### config.mk
export PLATFORM = sky130hd
export DESIGN_NAME = uvmt_apb_st_bridge
export DESIGN_NICKNAME = d
export VERILOG_FILES = /design/src/rtl/uvmt_apb_st_bridge_pkg.sv /design/src/rtl/uvmt_apb_st_bridge_tmr.sv /design/src/rtl/uvmt_apb_st_bridge.sv
export SDC_FILE = /design/constraint.sdc
export NUM_CORES = 1
export LEC_CHECK = 0
export BUFFER_PORTS_ARGS = -buffer_cell sky130_fd_sc_hd__clkbuf_2
export CORE_UTILIZATION = 52
export CTS_BUF_LIST = sky130_fd_sc_hd__clkbuf_2 sky130_fd_sc_hd__clkbuf_4 sky130_fd_sc_hd__clkbuf_8
export DETAILED_ROUTE_END_ITERATION = 10
export PLACE_DENSITY = 0.95
export SLEW_MARGIN = 10
export SYNTH_ARGS = -nofsm -noshare
export SYNTH_HDL_FRONTEND = slang
export SYNTH_HIERARCHICAL = 1
export SYNTH_SLANG_ARGS = --single-unit
### constraint.sdc
create_clock -name clk -period 5.8 [get_ports clk]
set_clock_uncertainty 0.15 [all_clocks]
set_input_delay 1.16 -clock clk [delete_from_list [all_inputs] [get_ports clk]]
set_output_delay 1.16 -clock clk [all_outputs]
set_load 0.05 [all_outputs]
### src/rtl/uvmt_apb_st_bridge_pkg.sv
// Shared types and constants for the APB self-test bridge.
package uvmt_apb_st_bridge_pkg;

  localparam int unsigned APB_PROT_WIDTH = 3;
  localparam int unsigned ADDR_W_MAX     = 32;
  localparam int unsigned DATA_W_MAX     = 32;
  localparam int unsigned STRB_W_MAX     = DATA_W_MAX / 8;

  typedef enum logic [1:0] {
    IDLE,
    SETUP,
    ACCESS,
    RESP
  } state_t;

  // Upstream request captured in IDLE and replayed on the downstream bus.
  typedef struct packed {
    logic [ADDR_W_MAX-1:0]     addr;
    logic                      write;
    logic [DATA_W_MAX-1:0]     wdata;
    logic [STRB_W_MAX-1:0]     strb;
    logic [APB_PROT_WIDTH-1:0] prot;
  } req_t;

endpackage

### src/rtl/uvmt_apb_st_bridge_tmr.sv
// Saturating wait-state counter; expire_c flags the last allowed ACCESS cycle.
module uvmt_apb_st_bridge_tmr #(
  parameter int unsigned TIMEOUT_CYCLES = 16
) (
  input  logic clk,
  input  logic reset_n,
  input  logic clr,
  input  logic inc,
  output logic expire_c
);

  localparam int unsigned CNT_W    = (TIMEOUT_CYCLES == 0) ? 1 : $clog2(TIMEOUT_CYCLES + 1);
  localparam int unsigned CNT_MAX  = (TIMEOUT_CYCLES == 0) ? 1 : TIMEOUT_CYCLES;
  localparam int unsigned CNT_LAST = (TIMEOUT_CYCLES == 0) ? 0 : TIMEOUT_CYCLES - 1;

  logic [CNT_W-1:0] cnt;

  always_ff @(posedge clk) begin
    if (!reset_n || clr) begin
      cnt <= '0;
    end else if (inc && (cnt != CNT_W'(CNT_MAX))) begin
      cnt <= cnt + CNT_W'(1);
    end
  end

  // A zero TIMEOUT_CYCLES disables expiry entirely.
  assign expire_c = (TIMEOUT_CYCLES != 0) && (cnt == CNT_W'(CNT_LAST));

endmodule

### src/rtl/uvmt_apb_st_bridge.sv
// Registered APB-to-APB bridge: terminates the upstream transfer, replays it
// downstream, and returns the response one cycle after downstream completion.
module uvmt_apb_st_bridge
  import uvmt_apb_st_bridge_pkg::*;
#(
  parameter int unsigned ADDR_WIDTH     = 32,
  parameter int unsigned DATA_WIDTH     = 32,
  parameter int unsigned TIMEOUT_CYCLES = 16
) (
  input  logic                      clk,
  input  logic                      reset_n,
  input  logic [ADDR_WIDTH-1:0]     m_paddr,
  input  logic                      m_psel,
  input  logic                      m_penable,
  input  logic                      m_pwrite,
  input  logic [DATA_WIDTH-1:0]     m_pwdata,
  input  logic [DATA_WIDTH/8-1:0]   m_pstrb,
  input  logic [APB_PROT_WIDTH-1:0] m_pprot,
  output logic [DATA_WIDTH-1:0]     m_prdata,
  output logic                      m_pready,
  output logic                      m_pslverr,
  output logic [ADDR_WIDTH-1:0]     s_paddr,
  output logic                      s_psel,
  output logic                      s_penable,
  output logic                      s_pwrite,
  output logic [DATA_WIDTH-1:0]     s_pwdata,
  output logic [DATA_WIDTH/8-1:0]   s_pstrb,
  output logic [APB_PROT_WIDTH-1:0] s_pprot,
  input  logic [DATA_WIDTH-1:0]     s_prdata,
  input  logic                      s_pready,
  input  logic                      s_pslverr,
  output logic                      busy,
  output logic                      timeout_pulse,
  output logic                      proto_err_pulse
);

  localparam int unsigned STRB_WIDTH = DATA_WIDTH / 8;

  state_t state;
  req_t   req;
  logic   aborted;
  logic   capture_c;
  logic   tmr_inc_c;
  logic   tmr_expire_c;

  assign capture_c = (state == IDLE) && m_psel && !m_penable;
  assign tmr_inc_c = (state == ACCESS) && !s_pready;

  uvmt_apb_st_bridge_tmr #(
    .TIMEOUT_CYCLES(TIMEOUT_CYCLES)
  ) u_tmr (
    .clk      (clk),
    .reset_n  (reset_n),
    .clr      (capture_c),
    .inc      (tmr_inc_c),
    .expire_c (tmr_expire_c)
  );

  // Downstream request fields come straight from the capture register.
  assign s_paddr  = req.addr[ADDR_WIDTH-1:0];
  assign s_pwrite = req.write;
  assign s_pwdata = req.wdata[DATA_WIDTH-1:0];
  assign s_pstrb  = req.strb[STRB_WIDTH-1:0];
  assign s_pprot  = req.prot;

  always_ff @(posedge clk) begin
    if (!reset_n) begin
      state           <= IDLE;
      req             <= '0;
      aborted         <= 1'b0;
      s_psel          <= 1'b0;
      s_penable       <= 1'b0;
      m_prdata        <= '0;
      m_pready        <= 1'b0;
      m_pslverr       <= 1'b0;
      busy            <= 1'b0;
      timeout_pulse   <= 1'b0;
      proto_err_pulse <= 1'b0;
    end else begin
      timeout_pulse   <= 1'b0;
      proto_err_pulse <= 1'b0;
      case (state)
        IDLE: begin
          if (capture_c) begin
            req <= '{addr:  ADDR_W_MAX'(m_paddr),
                     write: m_pwrite,
                     wdata: DATA_W_MAX'(m_pwdata),
                     strb:  STRB_W_MAX'(m_pstrb),
                     prot:  m_pprot};
            aborted <= 1'b0;
            s_psel  <= 1'b1;
            busy    <= 1'b1;
            state   <= SETUP;
          end else if (m_psel && m_penable) begin
            // Access phase with no preceding setup: answer with an error.
            m_pready        <= 1'b1;
            m_pslverr       <= 1'b1;
            m_prdata        <= '0;
            proto_err_pulse <= 1'b1;
            busy            <= 1'b1;
            state           <= RESP;
          end
        end
        SETUP: begin
          s_penable <= 1'b1;
          state     <= ACCESS;
          if (!m_psel && !aborted) begin
            aborted         <= 1'b1;
            proto_err_pulse <= 1'b1;
          end
        end
        ACCESS: begin
          if (!m_psel && !aborted) begin
            aborted         <= 1'b1;
            proto_err_pulse <= 1'b1;
          end
          if (s_pready || tmr_expire_c) begin
            s_psel        <= 1'b0;
            s_penable     <= 1'b0;
            timeout_pulse <= !s_pready;
            // A master that walked away gets no response.
            if (aborted || !m_psel) begin
              busy  <= 1'b0;
              state <= IDLE;
            end else begin
              m_pready  <= 1'b1;
              m_prdata  <= (s_pready && !req.write) ? s_prdata : '0;
              m_pslverr <= s_pready ? s_pslverr : 1'b1;
              state     <= RESP;
            end
          end
        end
        RESP: begin
          m_pready  <= 1'b0;
          m_prdata  <= '0;
          m_pslverr <= 1'b0;
          busy      <= 1'b0;
          state     <= IDLE;
        end
        default: state <= IDLE;
      endcase
    end
  end

endmodule

==> results.md, run 1 <==
| Metric | Reported | Unit |
| --- | --- | --- |
| Number of rows in the core area | 34 | - |
| Total Power Consumption | 2620 | µW |
| Critical path destination | m_prdata[3] | - |
| Net count of the mapped netlist | 664 | - |
| Startpoint type of the worst setup path | input pin | - |
| Maxcap violations | 0 | - |
| Area added between synthesis and finish | 30.8 | % |
| Weighted congestion reported at the end of routability-driven placement | 0.769 | - |
| Leakage | 0.00291 | µW |
| Most common cell after layout, fill and taps aside | sky130_fd_sc_hd__clkbuf_2 | - |
| H-tree lvl count | 4 | - |
| Hold WS | 0.307 | ns |
| Layout net count | 866 | - |
| IR Drop Worst-Case VDD | 0.000231 | V |
| Yosys warning total | 6 | - |
| Number of vias per cell | 5.02 | - |
| Routed Antenna Nets | 0 | - |
| RSZ-0062 raised after global routing | false | - |
| Initial Util | 0.544 | - |
| Clock-pin slew of the registers on the worst-case setup and hold paths | 0.07 | ns |
| Reg-to-reg slack, setup | 3.13 | ns |
| First-pass GRT wire length | 19.0 | mm |
| Post-CTS Setup Bufs | 0 | - |
| I/O pin total | 221 | - |
| Final critical-path required period | 2.96 | ns |
| Remaining global-route overflow | 0 | - |
| Die Outline Area | 9600 | µm² |
| Critical R2R Launch | u_tmr/cnt[0] | - |
| Drc violations | 15 | - |
| Area of the placeable core | 8810 | µm² |
| TritonCTS clock tree | built | - |
| R2r worst-path depth | 6 | - |
| Number of hold violations in the final report | 0 | - |
| 1st-iter DRT viols | 161 | - |
| Synth Area per Inst | 8.76 | µm² |
| Tightest slew margin relative to the limit | 0.219 | - |
| Fmax | 337 | MHz |
| Detailed-route wire length per cell | 13.3 | µm |
| Library cells used by synthesis | 38 | - |
| Crit Path Class | in -> reg | - |
| Detailed Route WL | 11.5 | mm |
| Number of search-and-repair iterations in the first detailed-routing pass | 7 | - |
| Hold WC Path Type | reg -> reg | - |
| Ordered cell list for the critical path | buf_2 -> and4b_1 -> nand2_1 -> mux2i_1 | - |
| Ratio of final minimum period to clock period | 0.511 | - |
| Endpoint of the worst register-to-register path | m_prdata[3] | - |
| Detailed Place HPWL | 8.31 | mm |
| Setup violators final | 0 | - |
| CP max stage cell | sky130_fd_sc_hd__and4b_1 | - |
| Worst EP arrival | 3.14 | ns |
| Clock network latency to the later pin of the worst-skew pair | 0.41 | ns |
| Cell area after synthesis | 4790 | µm² |
| Slew at the pin with the worst max-slew slack | 1.17 | ns |
| Post-cts resize count | 0 | - |
| Share of cells above drive strength 1 | 0.344 | - |
| Clock tree buffer depth | 2 | - |
| Non-filler cells, final | 870 | - |
| Number of global-route vias before repair | 4,391 | - |
| Origin of the worst setup path | reset_n | - |
| Mapped Cells | 547 | - |
| Port Buffer Count | 220 | - |
| Number of antenna violations at the first check in global routing | 0 | - |
| Placed Cells incl. Taps | 838 | - |
| Final max-slew violation count | 0 | - |
| Worst stage delay on the critical path | 1.03 | ns |
| Type of destination of the critical path | flop | - |
| Number of flip-flops and latches in the synthesized netlist | 119 | - |
| Run status | finished, violations left | - |
| Commonest non-fill, non-tap cells in the layout | sky130_fd_sc_hd__clkbuf_2 (219), sky130_fd_sc_hd__nand2_1 (218), sky130_fd_sc_hd__dfxtp_1 (119), sky130_fd_sc_hd__a21boi_0 (73), sky130_fd_sc_hd__mux2i_1 (37) | - |
| Sequential cell area fraction in the yosys report | 0.497 | - |
| Height of the die | 98.0 | µm |
| Pin count of the biggest net entering global routing | 75 | - |
| Highest fanout seen on the critical path | 59 | - |
| Clock tree sinks | 119 | - |
| Data required, critical path | 5.98 | ns |
| Antenna Cells | 0 | - |
| PwrDens | 418 | nW/µm² |
| Clock root cell | sky130_fd_sc_hd__clkbuf_8 | - |
| Violations in the final reports | design-rule violations | - |
| Sum of negative setup slack | 0 | ns |
| Total routing usage reported by global routing | 0.247 | - |
| Vias post-DR | 4,371 | - |
| TritonCTS Buffers | 17 | - |
| Width of the die | 98.0 | µm |
| Hold buffer count at CTS | 0 | - |
-- sequential cells by signal, indices dropped and copies added (netlist names), 2 cells and up --
name	cells
m_prdata	32
s_paddr	32
s_pprot	3
s_pstrb	4
s_pwdata	32
state	2
u_tmr/cnt	5
-- cell usage after synthesis (all sizes together) --
cell type	number	area [µm²]
a2111o	1	11.3
a211o	1	8.76
a21boi	74	556
a21oi	2	10.0
a22oi	1	7.51
a31oi	2	12.5
and3	2	13.8
and3b	1	8.76
and4b	1	10.0
buf	19	148
clkbuf	20	75.1
dfxtp	119	2380
ha	7	87.6
inv	7	26.3
mux2i	37	370
nand2	219	830
nand2b	3	18.8
nand3	1	5.00
nand3b	3	22.5
nand4	1	6.26
nand4bb	1	27.5
nor2	9	36.3
nor2b	3	21.3
nor3	1	5.00
nor3b	2	26.3
nor4	1	6.26
o21ai	6	30.0
o311a	1	10.0
xor2	2	17.5
-- kinds of logic (layout without fill, tap and decap cells) --
family	Yosys count	in the layout	synth area share
AOI/OAI and AO/OA	88	88	0.135
xor gates and xnor gates	2	2	0.00366
adders and majority gates	7	7	0.0183
buffers and inverters	46	261	0.0520
DFF	119	119	0.497
muxes	37	37	0.0773
and+or+nand+nor	248	248	0.217
-- power breakdown --
group | internal (µW) | switching (µW)
logic | 254 | 586
clock network | 495 | 322
registers | 909 | 53.6
total | 1660 | 962
-- metrics by stage --
stage,util,setup WS (ns),instance area [µm²]
after detailed placement,0.661,2.39,5820
final,0.711,2.84,6260
after global routing,0.711,2.62,6260
after CTS,0.711,2.83,6260
after floorplan,-,3.36,4790
after global placement,0.661,2.54,5820
-- routing by layer --
layer	up-vias	share of wire	global-route usage
li1	2179	-	-
met1	1990	0.40	0.262
met2	177	0.50	0.437
met3	25	0.079	0.0895
met4	0	0.020	0.114
met5	-	0	0
-- how the worst min path moves through the flow --
stage	start	endpoint	slack, ns	cells past startpoint
4_1_cts	m_prdata[17]	m_prdata[17]	0.31	2
2_1_floorplan	u_tmr/cnt[1]	u_tmr/cnt[1]	0.32	2
3_5_place_dp	m_prdata[17]	m_prdata[17]	0.30	2
6_report	m_prdata[17]	m_prdata[17]	0.31	2
3_3_place_gp	m_prdata[15]	m_prdata[15]	0.29	2
5_1_grt	m_prdata[17]	m_prdata[17]	0.33	2
-- area by class of cell --
type / instances / area [µm²]
well taps: 108 / 135
multi-input cells: 382 / 2160
clock buffers: 20 / 269
fillers: 661 / 2540
repair buffers: 222 / 1120
inverters: 7 / 26.3
flip-flops and latches: 119 / 2380
clock inverters: 12 / 175
-- critical path, delay by kind of cell --
kind          cells  cell delay (ns)
simple gates      2             1.17
mux               1             0.19
buf+inv           1             0.60
Power figures use the tool's default switching activity.
==> inputs of run 2 (changes only) <==
CORE_UTILIZATION = 48   (was 52)
PLACE_DENSITY = 0.9   (was 0.95)
clock period = 3 ns   (was 5.8 ns; I/O delays follow)
==> run 2 against run 1 <==
Net effect:
- the run now ends clean
- clock-buffer cell count did not move
- die area rose by 8.2%
- critical endpoint is now m_prdata[6]
- final area rose by 1.1%
- sequential power rose by 92%
==> results.md, run 2 (synthesis gave the netlist of run 1 again) <==
| Metric | Reported | Unit | Change |
| --- | --- | --- | --- |
| Routed Antenna Nets | 0 | - | unchanged |
| Depth of the critical timing path with buffers and inverters included | 7 | - | +3 |
| Hold WC Path Type | in -> reg | - |  |
| Hold Path Stages | 3 | - | +1 |
| Number of hold violations in the final report | 0 | - | unchanged |
| Clock network latency to the later pin of the worst-skew pair | 0.42 | ns | about the same |
| CP max stage cell | sky130_fd_sc_hd__a2111o_2 | - |  |
| Initial Util | 0.492 | - | -0.0516 |
| Detailed Place HPWL | 7.76 | mm | -6.6% |
| Number of search-and-repair iterations in the first detailed-routing pass | 4 | - | -3 |
| Clock tree buffer depth | 2 | - | unchanged |
| Commonest non-fill, non-tap cells in the layout | sky130_fd_sc_hd__clkbuf_2 (219), sky130_fd_sc_hd__nand2_1 (218), sky130_fd_sc_hd__dfxtp_1 (119), sky130_fd_sc_hd__a21boi_0 (73), sky130_fd_sc_hd__mux2i_1 (37) | - |  |
| Post-cts resize count | 0 | - | unchanged |
| Sum of negative setup slack | 0 | ns | unchanged |
| Port Buffer Count | 220 | - | unchanged |
| Number of global-route vias before repair | 3,821 | - | -13% |
| Share of cells above drive strength 1 | 0.347 | - | +0.00343 |
| Weighted congestion reported at the end of routability-driven placement | 0.755 | - | -1.8% |
| Detailed-route wire length per cell | 12.3 | µm | -7.5% |
| Layout net count | 870 | - | +0.46% |
| Total buffers and inverters traversed by the critical path | 1 | - | unchanged |
| Post-CTS Setup Bufs | 0 | - | unchanged |
| Setup violators final | 0 | - | unchanged |
| Maxcap violations | 0 | - | unchanged |
| Width of the die | 102 | µm | +4.0% |
| First-pass GRT wire length | 16.7 | mm | -12% |
| Ordered cell list for the critical path | ha_1 -> and3_2 -> ha_1 -> nor3b_4 -> a2111o_2 -> buf_12 -> mux2i_1 | - |  |
| Detailed Route WL | 11.0 | mm | -4.4% |
| Tightest slew margin relative to the limit | 0.480 | - | +0.261 |
| Hold buffer count at CTS | 0 | - | unchanged |
| Most common cell after layout, fill and taps aside | sky130_fd_sc_hd__clkbuf_2 | - |  |
| Final max-slew violation count | 0 | - | unchanged |
| Worst EP arrival | 2.64 | ns | -0.50 ns |
| Number of antenna violations at the first check in global routing | 0 | - | unchanged |
| Antenna Cells | 0 | - | unchanged |
| PwrDens | 789 | nW/µm² | +89% |
| Highest fanout seen on the critical path | 16 | - | -73% |
| Combinational cell fraction of total power | 0.335 | - | +0.014 |
| Switching part of the total | 0.379 | - | +0.0120 |
| Vias post-DR | 4,273 | - | -2.2% |
| I/O pin total | 221 | - | unchanged |
| Number of vias per cell | 4.75 | - | -5.4% |
| Final critical-path required period | 2.45 | ns |  |
| IR Drop Worst-Case VDD | 0.000467 | V | +100% |
| Die Outline Area | 10,400 | µm² | +8.2% |
| Leakage | 0.00293 | µW | +0.87% |
| TritonCTS Buffers | 17 | - | unchanged |
| Remaining global-route overflow | 0 | - | unchanged |
| Area added between synthesis and finish | 32.2 | % |  |
| Net switching power figure | 1900 | µW | +97% |
| Clock root cell | sky130_fd_sc_hd__clkbuf_8 | - |  |
| Most repeated library cell on the critical path | sky130_fd_sc_hd__ha_1 | - |  |
| H-tree lvl count | 4 | - | unchanged |
| Drc violations | 0 | - | -15 |
| Worst stage delay on the critical path | 0.48 | ns | -0.55 ns |
| Ratio of final minimum period to clock period | 0.817 | - |  |
| Sequential Power Share | 0.370 | - | +0.003 |
| Number of rows in the core area | 36 | - | +5.9% |
| Run status | finished clean | - |  |
| Final instance area | 6330 | µm² | +1.1% |
| Design internal power | 3100 | µW | +87% |
| RSZ-0062 raised after global routing | false | - |  |
| Crit Path Class | reg -> reg | - |  |
| Pin count of the biggest net entering global routing | 107 | - | +43% |
| Data required, critical path | 3.19 | ns | -2.79 ns |
| Clock network fraction of total power | 0.295 | - | -0.017 |
| R2r worst-path depth | 7 | - | +1 |
| Clock tree sinks | 119 | - | unchanged |
| 1st-iter DRT viols | 113 | - | -30% |
| Startpoint type of the worst setup path | flop | - |  |
| Type of destination of the critical path | flop | - |  |
| Kind of cell with the highest combined delay on the critical path | simple AND/OR/NAND/NOR gates | - |  |
| Area of the placeable core | 9730 | µm² | +10% |
| Slew at the pin with the worst max-slew slack | 0.781 | ns | -0.390 ns |
| TritonCTS clock tree | built | - |  |
| Clock-pin slew of the registers on the worst-case setup and hold paths | 0.08 | ns | about the same |
| Total cell area at the placement stage | 5920 | µm² | +1.7% |
| Height of the die | 102 | µm | +4.0% |
| Fmax | 408 | MHz |  |
| Hold WS | 0.243 | ns | -0.0640 ns |
| Total routing usage reported by global routing | 0.207 | - | -0.0398 |
-- run 2: power groups by stage --
stage / sequential [µW] / clock, µW / combinational [µW]
2_1_floorplan: 2420 / 0 / 860
3_3_place_gp: 1880 / 0 / 1660
3_5_place_dp: 1880 / 0 / 1670
4_1_cts: 1850 / 1520 / 1680
5_1_grt: 1870 / 1590 / 1790
6_report: 1850 / 1480 / 1670
-- run 2: worst paths after layout --
kind	start	to	slack (ns)
min reg2reg	busy	busy	0.31
max	u_tmr/cnt[0]	m_prdata[6]	0.55
max reg2reg	u_tmr/cnt[0]	m_prdata[6]	0.55
min	s_prdata[25]	m_prdata[25]	0.24
-- run 2: metrics by stage --
step	cells	util	worst slack, ns	total power (µW)
floorplan	547	-	1.01	3280
global placement	867	0.608	0.656	3540
detailed placement	867	0.608	0.591	3560
CTS	899	0.651	0.581	5050
global route	899	0.651	0.489	5240
finish	899	0.651	0.549	5000
-- run 2: layer usage --
layer	GRT usage	share of wire	up-vias
li1	-	-	2183
met1	0.218	0.41	1916
met2	0.376	0.49	157
met3	0.0725	0.078	17
met4	0.0868	0.017	0
met5	0	0	-
-- run 2: layout make-up --
cell class                      instances  area [µm²]
Inverter                                7        26.3
Clock buffer                           20         275
Clock inverter                         12         139
Fill cell                             873        3400
Tap cell                              133         166
Timing Repair Buffer                  226        1180
Multi-Input combinational cell        382        2160
Sequential cell                       119        2380
-- run 2: worst min-delay path: stages --
cell and delay [ns]:
sky130_fd_sc_hd__clkbuf_2 0.08, sky130_fd_sc_hd__nand2_1 0.04, sky130_fd_sc_hd__mux2i_1 0.05
